===== src/rtl/conv_lane_scheduler.sv =====
// Control sequencer for the P-lane convolution datapath: issues x/filter reads,
// steers the MAC accumulators and strobes one block store per P outputs.
module conv_lane_scheduler #(
  parameter int ADDRX = 6,
  parameter int ADDRF = 6,
  parameter int LENX  = 64,
  parameter int LENF  = 33,
  parameter int P     = 8,
  localparam int SIZE = LENX - LENF + 1
) (
  input  logic               clk,
  input  logic               reset,
  input  logic               read_done_x,
  input  logic               write_done,
  input  logic               all_done,
  output logic [P*ADDRX-1:0] m_addr_read_x,
  output logic [ADDRF-1:0]   m_addr_read_f,
  output logic               clr_acc,
  output logic               en_acc,
  output logic               valid_op,
  output logic [ADDRX-1:0]   start_addr,
  output logic [P-1:0]       lane_valid,
  output logic               conv_done,
  output logic               busy,
  output logic [2:0]         fsm_state
);

  localparam int NBLK = (SIZE + P - 1) / P;
  localparam int KW   = (LENF > 1) ? $clog2(LENF) : 1;
  localparam int BW   = (NBLK > 1) ? $clog2(NBLK) : 1;
  localparam int AW   = ADDRX + 1;

  typedef enum logic [2:0] {
    S_IDLE  = 3'd0,
    S_ISSUE = 3'd1,
    S_DRAIN = 3'd2,
    S_STORE = 3'd3,
    S_WAIT  = 3'd4,
    S_DONE  = 3'd5
  } state_t;

  // Handshake: read_done_x is a level sampled only in S_IDLE; write_done is
  // sampled only in S_WAIT; all_done is sampled only in S_DONE. valid_op is a
  // single-cycle strobe with no back-pressure.

  state_t         state, state_n;
  logic [KW-1:0]  k, k_n;
  logic [BW-1:0]  blk, blk_n;
  logic [AW-1:0]  base;
  logic [AW-1:0]  lane_sum [P];
  logic [P-1:0]   lane_valid_n;
  logic           addr_act;

  always_ff @(posedge clk or negedge reset) begin
    if (!reset) begin
      state      <= S_IDLE;
      k          <= '0;
      blk        <= '0;
      en_acc     <= 1'b0;
      start_addr <= '0;
      lane_valid <= '0;
    end else begin
      state  <= state_n;
      k      <= k_n;
      blk    <= blk_n;
      // Read data lags the address by one cycle, so accumulation trails issue.
      en_acc <= (state == S_ISSUE);
      if (state == S_DRAIN) begin
        start_addr <= base[ADDRX-1:0];
        lane_valid <= lane_valid_n;
      end
    end
  end

  always_comb begin
    state_n = state;
    k_n     = k;
    blk_n   = blk;
    case (state)
      S_IDLE: begin
        if (read_done_x) begin
          state_n = S_ISSUE;
          k_n     = '0;
          blk_n   = '0;
        end
      end
      S_ISSUE: begin
        if (k == KW'(LENF - 1)) state_n = S_DRAIN;
        else                    k_n     = k + KW'(1);
      end
      S_DRAIN: state_n = S_STORE;
      S_STORE: state_n = S_WAIT;
      S_WAIT: begin
        if (write_done) begin
          if (blk == BW'(NBLK - 1)) begin
            state_n = S_DONE;
          end else begin
            state_n = S_ISSUE;
            blk_n   = blk + BW'(1);
            k_n     = '0;
          end
        end
      end
      S_DONE: begin
        if (all_done) begin
          state_n = S_IDLE;
          blk_n   = '0;
          k_n     = '0;
        end
      end
      default: state_n = S_IDLE;
    endcase
  end

  // One spare bit keeps blk*P+i+k from wrapping before the clamp.
  assign base     = AW'(blk) * AW'(P);
  assign addr_act = (state == S_ISSUE) || (state == S_DRAIN);

  always_comb begin
    m_addr_read_x = '0;
    m_addr_read_f = '0;
    lane_valid_n  = '0;
    for (int i = 0; i < P; i++) begin
      lane_sum[i] = base + AW'(i) + AW'(k);
      if (lane_sum[i] > AW'(LENX - 1)) lane_sum[i] = AW'(LENX - 1);
      if (addr_act) m_addr_read_x[i*ADDRX +: ADDRX] = lane_sum[i][ADDRX-1:0];
      lane_valid_n[i] = ((base + AW'(i)) < AW'(SIZE));
    end
    if (addr_act) m_addr_read_f = ADDRF'(k);
  end

  assign clr_acc   = (state == S_ISSUE) && (k == '0);
  assign valid_op  = (state == S_STORE);
  assign conv_done = (state == S_DONE);
  assign busy      = (state != S_IDLE);
  assign fsm_state = state;

endmodule


===== config.mk =====
export PLATFORM = sky130hd
export DESIGN_NAME = conv_lane_scheduler
export DESIGN_NICKNAME = d
export VERILOG_FILES = /design/src/rtl/conv_lane_scheduler.sv
export SDC_FILE = /design/constraint.sdc
export NUM_CORES = 1
export LEC_CHECK = 0
export BUFFER_PORTS_ARGS = -buffer_cell sky130_fd_sc_hd__buf_2
export CAP_MARGIN = 15
export CORE_ASPECT_RATIO = 2
export CORE_MARGIN = 4
export CORE_UTILIZATION = 50
export CTS_CLUSTER_SIZE = 25
export DETAILED_ROUTE_END_ITERATION = 10
export PLACE_DENSITY = 0.81
export REMOVE_ABC_BUFFERS = 1
export SLEW_MARGIN = 20
export SYNTH_ARGS = -nofsm -noshare
export SYNTH_HDL_FRONTEND = slang
export SYNTH_SLANG_ARGS = --single-unit

===== constraint.sdc =====
create_clock -name clk -period 2.2 [get_ports clk]
set_input_delay 0.11 -clock clk [delete_from_list [all_inputs] [get_ports clk]]
set_output_delay 0.11 -clock clk [all_outputs]
set_load 0.02 [all_outputs]

==> flow_metrics.py, run 1 <==
metrics = {
    "outcome": {
        "status": "finished, violations left",
        "failed_checks": "negative setup slack",
    },
    "sta": {
        "setup_viol": 29,
        "final.setup_skew_ns": 0.005438,
        "setup_tns_ns": -3.371,
        "fin_crit_sh_pct": 111.6,
        "max_slew_margin_pct": 58.63,
        "rsz0062_at_grt": "true",
        "worst_pin_slew_ns": 0.6048,
        "setup_ws_ns": -0.2558,
        "fmax_mhz": 407.2,
        "period_needed_ns": 2.456,
        "finalHoldViolCount": 0,
        "maxSlewViolCount": 0,
    },
    "yosys": {
        "yosys_register_bits": 15,
        "yosys_most_used_dff": "dfrtp_1",
        "synth.area.mux_share_pct": 2.460,
        "yosysWarnings": 0,
        "syn_inst": 291,
        "synth_fa_ha_area_share_pct": 11.25,
        "synth.yosys.seq_area_share_pct": 17.57,
        "synthXorXnorAreaFrac_pct": 6.971,
        "synth_edf_count": 0,
        "syn_area_sq_um": 2136,
        "synth-simple-area-share_pct": 21.44,
        "avgSynthCellArea_sq_um": 7.340,
        "synth_compound_area_share_pct": 29.17,
        "netlist-cell-type-count": 52,
        "synth_top_family_by_area": "compound AO/OA/AOI/OAI gates",
        "synthArstFlopShare_pct": 100.0,
    },
    "layout": {
        "fin_cells": 437,
        "n_antenna_cell": 0,
        "multi_input_area_sq_um": 1735,
        "drive_gt1_share_pct": 44.16,
        "nFillCells": 288,
        "nNetsFinal": 409,
        "final-seq-area_sq_um": 380.4,
        "area_delta_synth_final_pct": 44.99,
    },
    "global_routing": {
        "grt_use_total_pct": 28.68,
        "grt_pass1_wl_microns": 11790,
        "grt_start_max_net_pins": 28,
        "grt.overflow.total": 0,
        "grt_pass1_vias": 2546,
        "antenna_found_initial": 0,
    },
    "setup_path": {
        "worstPathArrival_ns": 2.35,
        "regToRegEndpoint": "k[4]$_DFFE_PN0P_",
        "regToRegStartpoint": "k[1]$_DFFE_PN0P_",
        "cp_slowest_stage_delay_ns": 0.45,
        "path_class": "flip-flop to output pin",
        "worstPathCellList": "ha_2 > fa_2 > a31oi_4 > xnor2_2 > or4_4 > o211ai_1 > buf_4",
        "critPathBufInv": 1,
        "cp_max_fo": 5,
        "crit_path_start_kind": "flip-flop",
        "crit_family": "adder cells",
        "cp-end-kind": "output pin",
        "rr_worst_depth": 6,
        "worst_path_max_delay_cell": "dfrtp_2",
        "r2r_setup_slack_ns": 0.16,
        "crit_required_ns": 2.09,
    },
    "cts": {
        "clk_pin_slew_ns": 0.07,
        "clkLatencyLatePin_ns": 0.26,
        "cts_max_level": 1,
        "numCtsBuffers": 3,
        "clkSinkCount": 15,
        "cts-root-buf": "clkbuf_8",
        "tritoncts": "done",
        "cts.path.max_buffers": 2,
    },
    "min_path": {
        "min-delay-start": "read_done_x",
        "hold_path_class": "input port to flip-flop",
        "whs_endpoint": "fsm_state[0]$_DFFE_PN0P_",
        "whs_path_depth": 3,
    },
    "drt": {
        "vias": 2660,
        "drt-total-wl_microns": 8379,
        "drt_pre_antenna_iters": 5,
        "ant_nets": 0,
        "routedWlPerCell_microns": 19.17,
        "drc": 0,
        "drtIter0Drc": 109,
        "vias_per_cell": 6.087,
    },
    "die": {
        "start_util_pct": 51.73,
        "rows": 33,
        "core-area_sq_um": 4129,
        "io_pins": 81,
        "die_y_microns": 100.4,
        "die_x_microns": 54.22,
        "die_area_sq_um": 5445,
    },
    "placement": {
        "dp_cells": 424,
        "gp_congestion": 0.9789,
        "io_buffers": 76,
        "hpwlAfterDp_microns": 5673,
    },
    "job": {
        "maxCapViolations": 0,
    },
}
## routing by layer
metal	share of wire (%)	GRT usage, %	up-vias
met4	5.6	19.96	0
met3	8.0	4.160	42
met5	0	0	-
met1	32	28.76	1242
li1	-	-	1203
met2	54	50.42	173
## flip-flops by register name, summed over array words and instances, names as in the netlist
signal / count
fsm_state: 3
k: 6
en_acc: 1
start_addr: 2
lane_valid: 1
blk: 2
## placed cells by master, fill, tap and decap left out, types with 3 or more instances in the layout
master and count:
buf_4 51, clkbuf_8 3, nor3_1 5, xor2_1 8
ha_1 11, nand2b_1 6, inv_1 10, o21ai_0 7
nor2b_1 4, and3_1 3, nor2_1 23, nand2_1 16
dfrtp_1 11, buf_6 10, conb_1 4, o21ai_1 3
ha_2 4, o21a_1 5, dfrtp_2 4, o31ai_1 3
a31oi_1 4, or2_2 3, mux2i_1 3, a211oi_1 3
a21oi_1 35, nand4_1 4, a21o_1 4, xnor2_1 6
a21oi_2 6, buf_2 60, o21bai_1 4, nand3_1 9
## tightest hold or removal path, cell delays in order
cell	delay, ns
buf_2	0.10
o21ai_0	0.11
o21ai_0	0.11
## cells in the mapped netlist (3+ instances only)
cell | instances | share of area (%)
nand2_1 | 17 | 3.0
or2_2 | 3 | 0.88
dfrtp_1 | 15 | 18
nor2_1 | 24 | 4.2
ha_1 | 16 | 9.4
a21boi_0 | 4 | 1.4
a21o_1 | 6 | 2.1
a211oi_1 | 5 | 1.8
a31oi_1 | 5 | 1.5
nor3_1 | 5 | 1.2
buf_4 | 12 | 4.2
mux2i_1 | 3 | 1.4
nor2b_1 | 4 | 1.2
inv_1 | 11 | 1.9
buf_2 | 4 | 0.94
xnor2_1 | 9 | 3.7
a21oi_1 | 43 | 10
xor2_1 | 8 | 3.3
nand4_1 | 4 | 1.2
nand3_1 | 9 | 2.1
o21bai_1 | 5 | 1.8
o31ai_1 | 3 | 1.1
clkbuf_1 | 19 | 3.3
and3_1 | 4 | 1.2
nand2b_1 | 7 | 2.1
o21ai_0 | 10 | 2.3
o21a_1 | 5 | 1.8
## logic make-up (layout without fill, tap and decap cells)
logic type,Yosys count,count (layout)
AOI/OAI and AO/OA,100,100
and+or+nand+nor,88,88
buffers and inverters,47,138
adders and majority gates,18,18
xor gates and xnor gates,17,17
DFF,15,15
muxes,5,5
other,1,4
## per-stage QoR
step | util [%] | hold WS [ns] | cell area, sq um | setup WS (ns)
after floorplan | - | -0.1856 | 1954 | -0.8416
after global routing | 75.00 | 0.2803 | 3097 | -0.3316
after CTS | 70.67 | 0.1944 | 2918 | -0.2545
after global placement | 65.33 | 0.03494 | 2698 | -0.05153
final | 75.00 | 0.2199 | 3097 | -0.2558
after detailed placement | 65.33 | 0.04457 | 2698 | -0.1225
## final cells by class
cell class | count | area share (%)
Timing Repair Buffer | 123 | 26.67
Tap cell | 52 | 2.101
Clock inverter | 1 | 0.2424
Inverter | 11 | 1.333
Sequential cell | 15 | 12.28
Clock buffer | 3 | 1.333
Multi-Input combinational cell | 232 | 56.04
## timing repair
action,4_1_cts,5_1_grt
hold endpoints to repair,15,0
resized for setup,34,40
setup buffers,5,4
pin swaps,11,10
hold buffers,1,0
setup endpoints to repair,33,43
## how the worst max path moves through the flow
| stage | cells after the start | slack [ns] | from | to |
|---|---|---|---|---|
| global placement | 6 | -0.05 | k[3]$_DFFE_PN0P_ | m_addr_read_x[44] |
| finish | 7 | -0.26 | blk[0]$_DFFE_PN0P_ | m_addr_read_x[13] |
| CTS | 7 | -0.25 | k[3]$_DFFE_PN0P_ | m_addr_read_x[13] |
| global route | 7 | -0.33 | blk[0]$_DFFE_PN0P_ | m_addr_read_x[13] |
| floorplan | 4 | -0.84 | fsm_state[0]$_DFFE_PN0P_ | m_addr_read_x[25] |
| detailed placement | 6 | -0.12 | k[3]$_DFFE_PN0P_ | m_addr_read_x[44] |
Power of run 1 is left out: the tool's default activity adds up to more than one toggle a clock period on the data nets, which glitch-free logic cannot reach.
==> run 2: changes to the inputs <==
- ABC_AREA: default -> 1
- CORE_UTILIZATION: 50 -> 51
==> run 2 against run 1 <==
Compared with the run above: the flow still finishes with violations (negative setup slack); worst setup slack gained 0.11 ns; count of clock-buffer cells in the layout grew 1; routed wire length grew 13%; flip-flop and latch count is the same; hold slack lost 0.035 ns; via count grew 19%; clock skew shrank 0.0010 ns; first-iteration DRC count grew 110%.
==> flow_metrics.py, run 2 <==
metrics = {
    "die": {
        "die_x_microns": 55.69,
        "die_area_sq_um": 5757,
        "core-area_sq_um": 4382,
        "start_util_pct": 52.94,
        "die_y_microns": 103.4,
        "rows": 34,
        "io_pins": 81,
    },
    "placement": {
        "hpwlAfterDp_microns": 6389,
        "io_buffers": 76,
        "gp_congestion": 0.9700,
    },
    "sta": {
        "fmax_mhz": 426.6,
        "worst_pin_slew_ns": 0.5398,
        "finalHoldViolCount": 0,
        "maxSlewViolCount": 0,
        "final.setup_skew_ns": 0.004399,
        "setup_viol": 28,
        "max_slew_margin_pct": 64.01,
        "period_needed_ns": 2.344,
        "setup_ws_ns": -0.1444,
        "rsz0062_at_grt": "true",
        "hold_slack_ns": 0.1850,
        "fin_crit_sh_pct": 106.6,
    },
    "drt": {
        "ant_nets": 0,
        "drt-total-wl_microns": 9461,
        "routedWlPerCell_microns": 17.36,
        "vias": 3170,
        "drt_pre_antenna_iters": 4,
        "vias_per_cell": 5.817,
        "drc": 0,
        "drtIter0Drc": 225,
    },
    "yosys": {
        "yosys_register_bits": 15,
        "syn_inst": 392,
        "synth_top_area_share_pct": 19.26,
        "synthArstFlopShare_pct": 100.0,
        "netlist-cell-type-count": 36,
        "synth_area_leaders": "nand2_1 19%, dfrtp_1 16%, nand3_1 9.5%",
        "synth.yosys.seq_area_share_pct": 16.18,
        "syn_area_sq_um": 2320,
        "synth_edf_count": 0,
        "yosys.area.top_type": "nand2_1",
        "yosys_most_used_dff": "dfrtp_1",
        "synthMostInstantiatedCell": "nand2_1",
        "netlist_top_cells_count": "119 x nand2_1, 49 x inv_1, 44 x nand3_1",
        "avgSynthCellArea_sq_um": 5.918,
        "yosysWarnings": 0,
    },
    "cts": {
        "cts-root-buf": "clkbuf_8",
        "cts_max_level": 1,
        "clk_pin_slew_ns": 0.06,
        "cts.path.max_buffers": 2,
        "tritoncts": "done",
        "numCtsBuffers": 3,
        "clkSinkCount": 15,
        "clkLatencyLatePin_ns": 0.25,
    },
    "global_routing": {
        "grt_pass1_vias": 2927,
        "grt_start_max_net_pins": 28,
        "grt.overflow.total": 0,
        "antenna_found_initial": 0,
        "grt_pass1_wl_microns": 13340,
        "grt_use_total_pct": 28.91,
    },
    "layout": {
        "largest_reg_flops": 6,
        "most-common-layout-cells": "86 x nand2_1, 42 x buf_2, 42 x buf_4, 35 x inv_1, 29 x nand2_2",
        "n_antenna_cell": 0,
        "final_common_cell": "nand2_1",
        "nFillCells": 284,
        "drive_gt1_share_pct": 51.53,
        "area_delta_synth_final_pct": 57.98,
        "nNetsFinal": 516,
        "largest_register": "k",
    },
    "setup_path": {
        "r2r_setup_slack_ns": 0.47,
        "rr_worst_depth": 9,
        "crit_family": "simple AND/OR/NAND/NOR gates",
        "crit_path_start_kind": "flip-flop",
        "cp-end-kind": "output pin",
        "worstPathCellList": "ha_4 > buf_6 > ha_4 > nand2_2 > nand2_2 > nand2_2 > nand3_2 > nor2_4 > nand2_4 > nand3_2 > nand2_1 > inv_1 > buf_6",
        "crit_path_frequent_cell": "nand2_2",
        "worst_path_max_delay_cell": "dfrtp_2",
        "crit_required_ns": 2.09,
        "cp_max_fo": 6,
        "regToRegEndpoint": "k[5]$_DFFE_PN0P_",
        "regToRegStartpoint": "k[1]$_DFFE_PN0P_",
        "critPathBufInv": 3,
        "cp_slowest_stage_delay_ns": 0.46,
        "path_class": "flip-flop to output pin",
        "worstPathArrival_ns": 2.23,
    },
    "outcome": {
        "failed_checks": "negative setup slack",
        "status": "finished, violations left",
    },
    "min_path": {
        "whs_endpoint": "fsm_state[2]$_DFFE_PN0P_",
        "min-delay-start": "write_done",
        "hold_path_class": "input port to flip-flop",
        "whs_path_depth": 4,
    },
    "power_and_ir_drop": {
        "irDropWorstVdd_mv": 1.273,
        "power-per-cell-area_nw_per_um2": 1525,
        "totalPowerFinal_mw": 5.589,
        "power.leakage_nw": 2.100,
    },
    "job": {
        "maxCapViolations": 0,
    },
}
[run 2: cell count changes after synthesis, moves of 7 or more]
cell and delta:
clkbuf_1 -19, nor2_1 +8, nand2_1 +102, xnor2_1 -7, inv_1 +38, nand2b_1 -7
o21ai_1 +9, nand3_1 +35, a21oi_1 -32, inv_2 +7
[run 2: worst max-delay path by stage]
stage	from	end	slack, ns	depth (start not counted)
after floorplan	k[3]$_DFFE_PN0P_	m_addr_read_x[10]	0.08	8
after global routing	k[3]$_DFFE_PN0P_	m_addr_read_x[18]	-0.20	13
final	k[3]$_DFFE_PN0P_	m_addr_read_x[18]	-0.14	13
after detailed placement	blk[0]$_DFFE_PN0P_	m_addr_read_x[8]	0.03	9
after global placement	k[3]$_DFFE_PN0P_	m_addr_read_x[9]	0.05	9
after CTS	blk[0]$_DFFE_PN0P_	m_addr_read_x[16]	-0.04	9
[run 2: per-layer routing]
metal	up-vias	wire (microns)	global-route usage, %
met3	58	480	1.242
met4	0	616	19.10
met5	-	0	0
met1	1507	3036	27.77
li1	1434	-	-
met2	171	5328	58.30
[run 2: worst reg2reg max path, delay by kind of cell, from the launching register on]
family                     cells  cell delay, ns
DFF                            1            0.40
adders and majority gates      1            0.25
AOI/OAI and AO/OA              1            0.07
xor gates and xnor gates       1            0.17
and+or+nand+nor                5            0.56
buffers and inverters          1            0.22
[run 2: cell type report]
cell class	instances	area (sq um)	area share, %
Clock buffer	4	45.04	1.229
Inverter	57	232.7	6.350
Multi-Input combinational cell	302	2078	56.71
Sequential cell	15	381.6	10.41
Tap cell	54	67.56	1.844
Timing Repair Buffer	113	859.6	23.46
[run 2: report_power, final]
group / switching (mW) / internal (mW)
clock: 0.0944 / 0.128
sequential: 0.139 / 0.370
combinational: 3.06 / 1.80
[run 2: kinds of logic (layout without fill, tap and decap cells)]
logic type	Yosys count	count (layout)	synth area share (%)
flops	15	15	16.18
simple gates	224	224	42.88
compound gates	49	49	11.97
fa+ha+maj	19	19	10.90
xor+xnor	6	6	2.265
other cells	1	4	0.1617
buf+inv	78	174	15.64
[run 2: what timing repair did]
| action | CTS | global route |
|---|---|---|
| gates resized for setup | 91 | 121 |
| pin swaps | 17 | 26 |
| buffers inserted | 7 | 4 |
| hold buffers | 1 | 0 |
| endpoints found under the hold margin | 15 | 0 |
| endpoints found under the setup margin | 44 | 44 |
[run 2: stage by stage]
step / setup TNS (ns) / setup slack [ns] / area, sq um / cells / util [%]
CTS: -0.3337 / -0.03653 / 3246 / 541 / 74.07
floorplan: 0 / 0.08248 / 2182 / 374 / -
detailed placement: 0 / 0.02786 / 2818 / 529 / 64.31
finish: -1.392 / -0.1444 / 3665 / 545 / 83.64
global placement: 0 / 0.05312 / 2818 / 529 / 64.31
global route: -4.354 / -0.2029 / 3665 / 545 / 83.64
(Power assumes the default switching activity.)
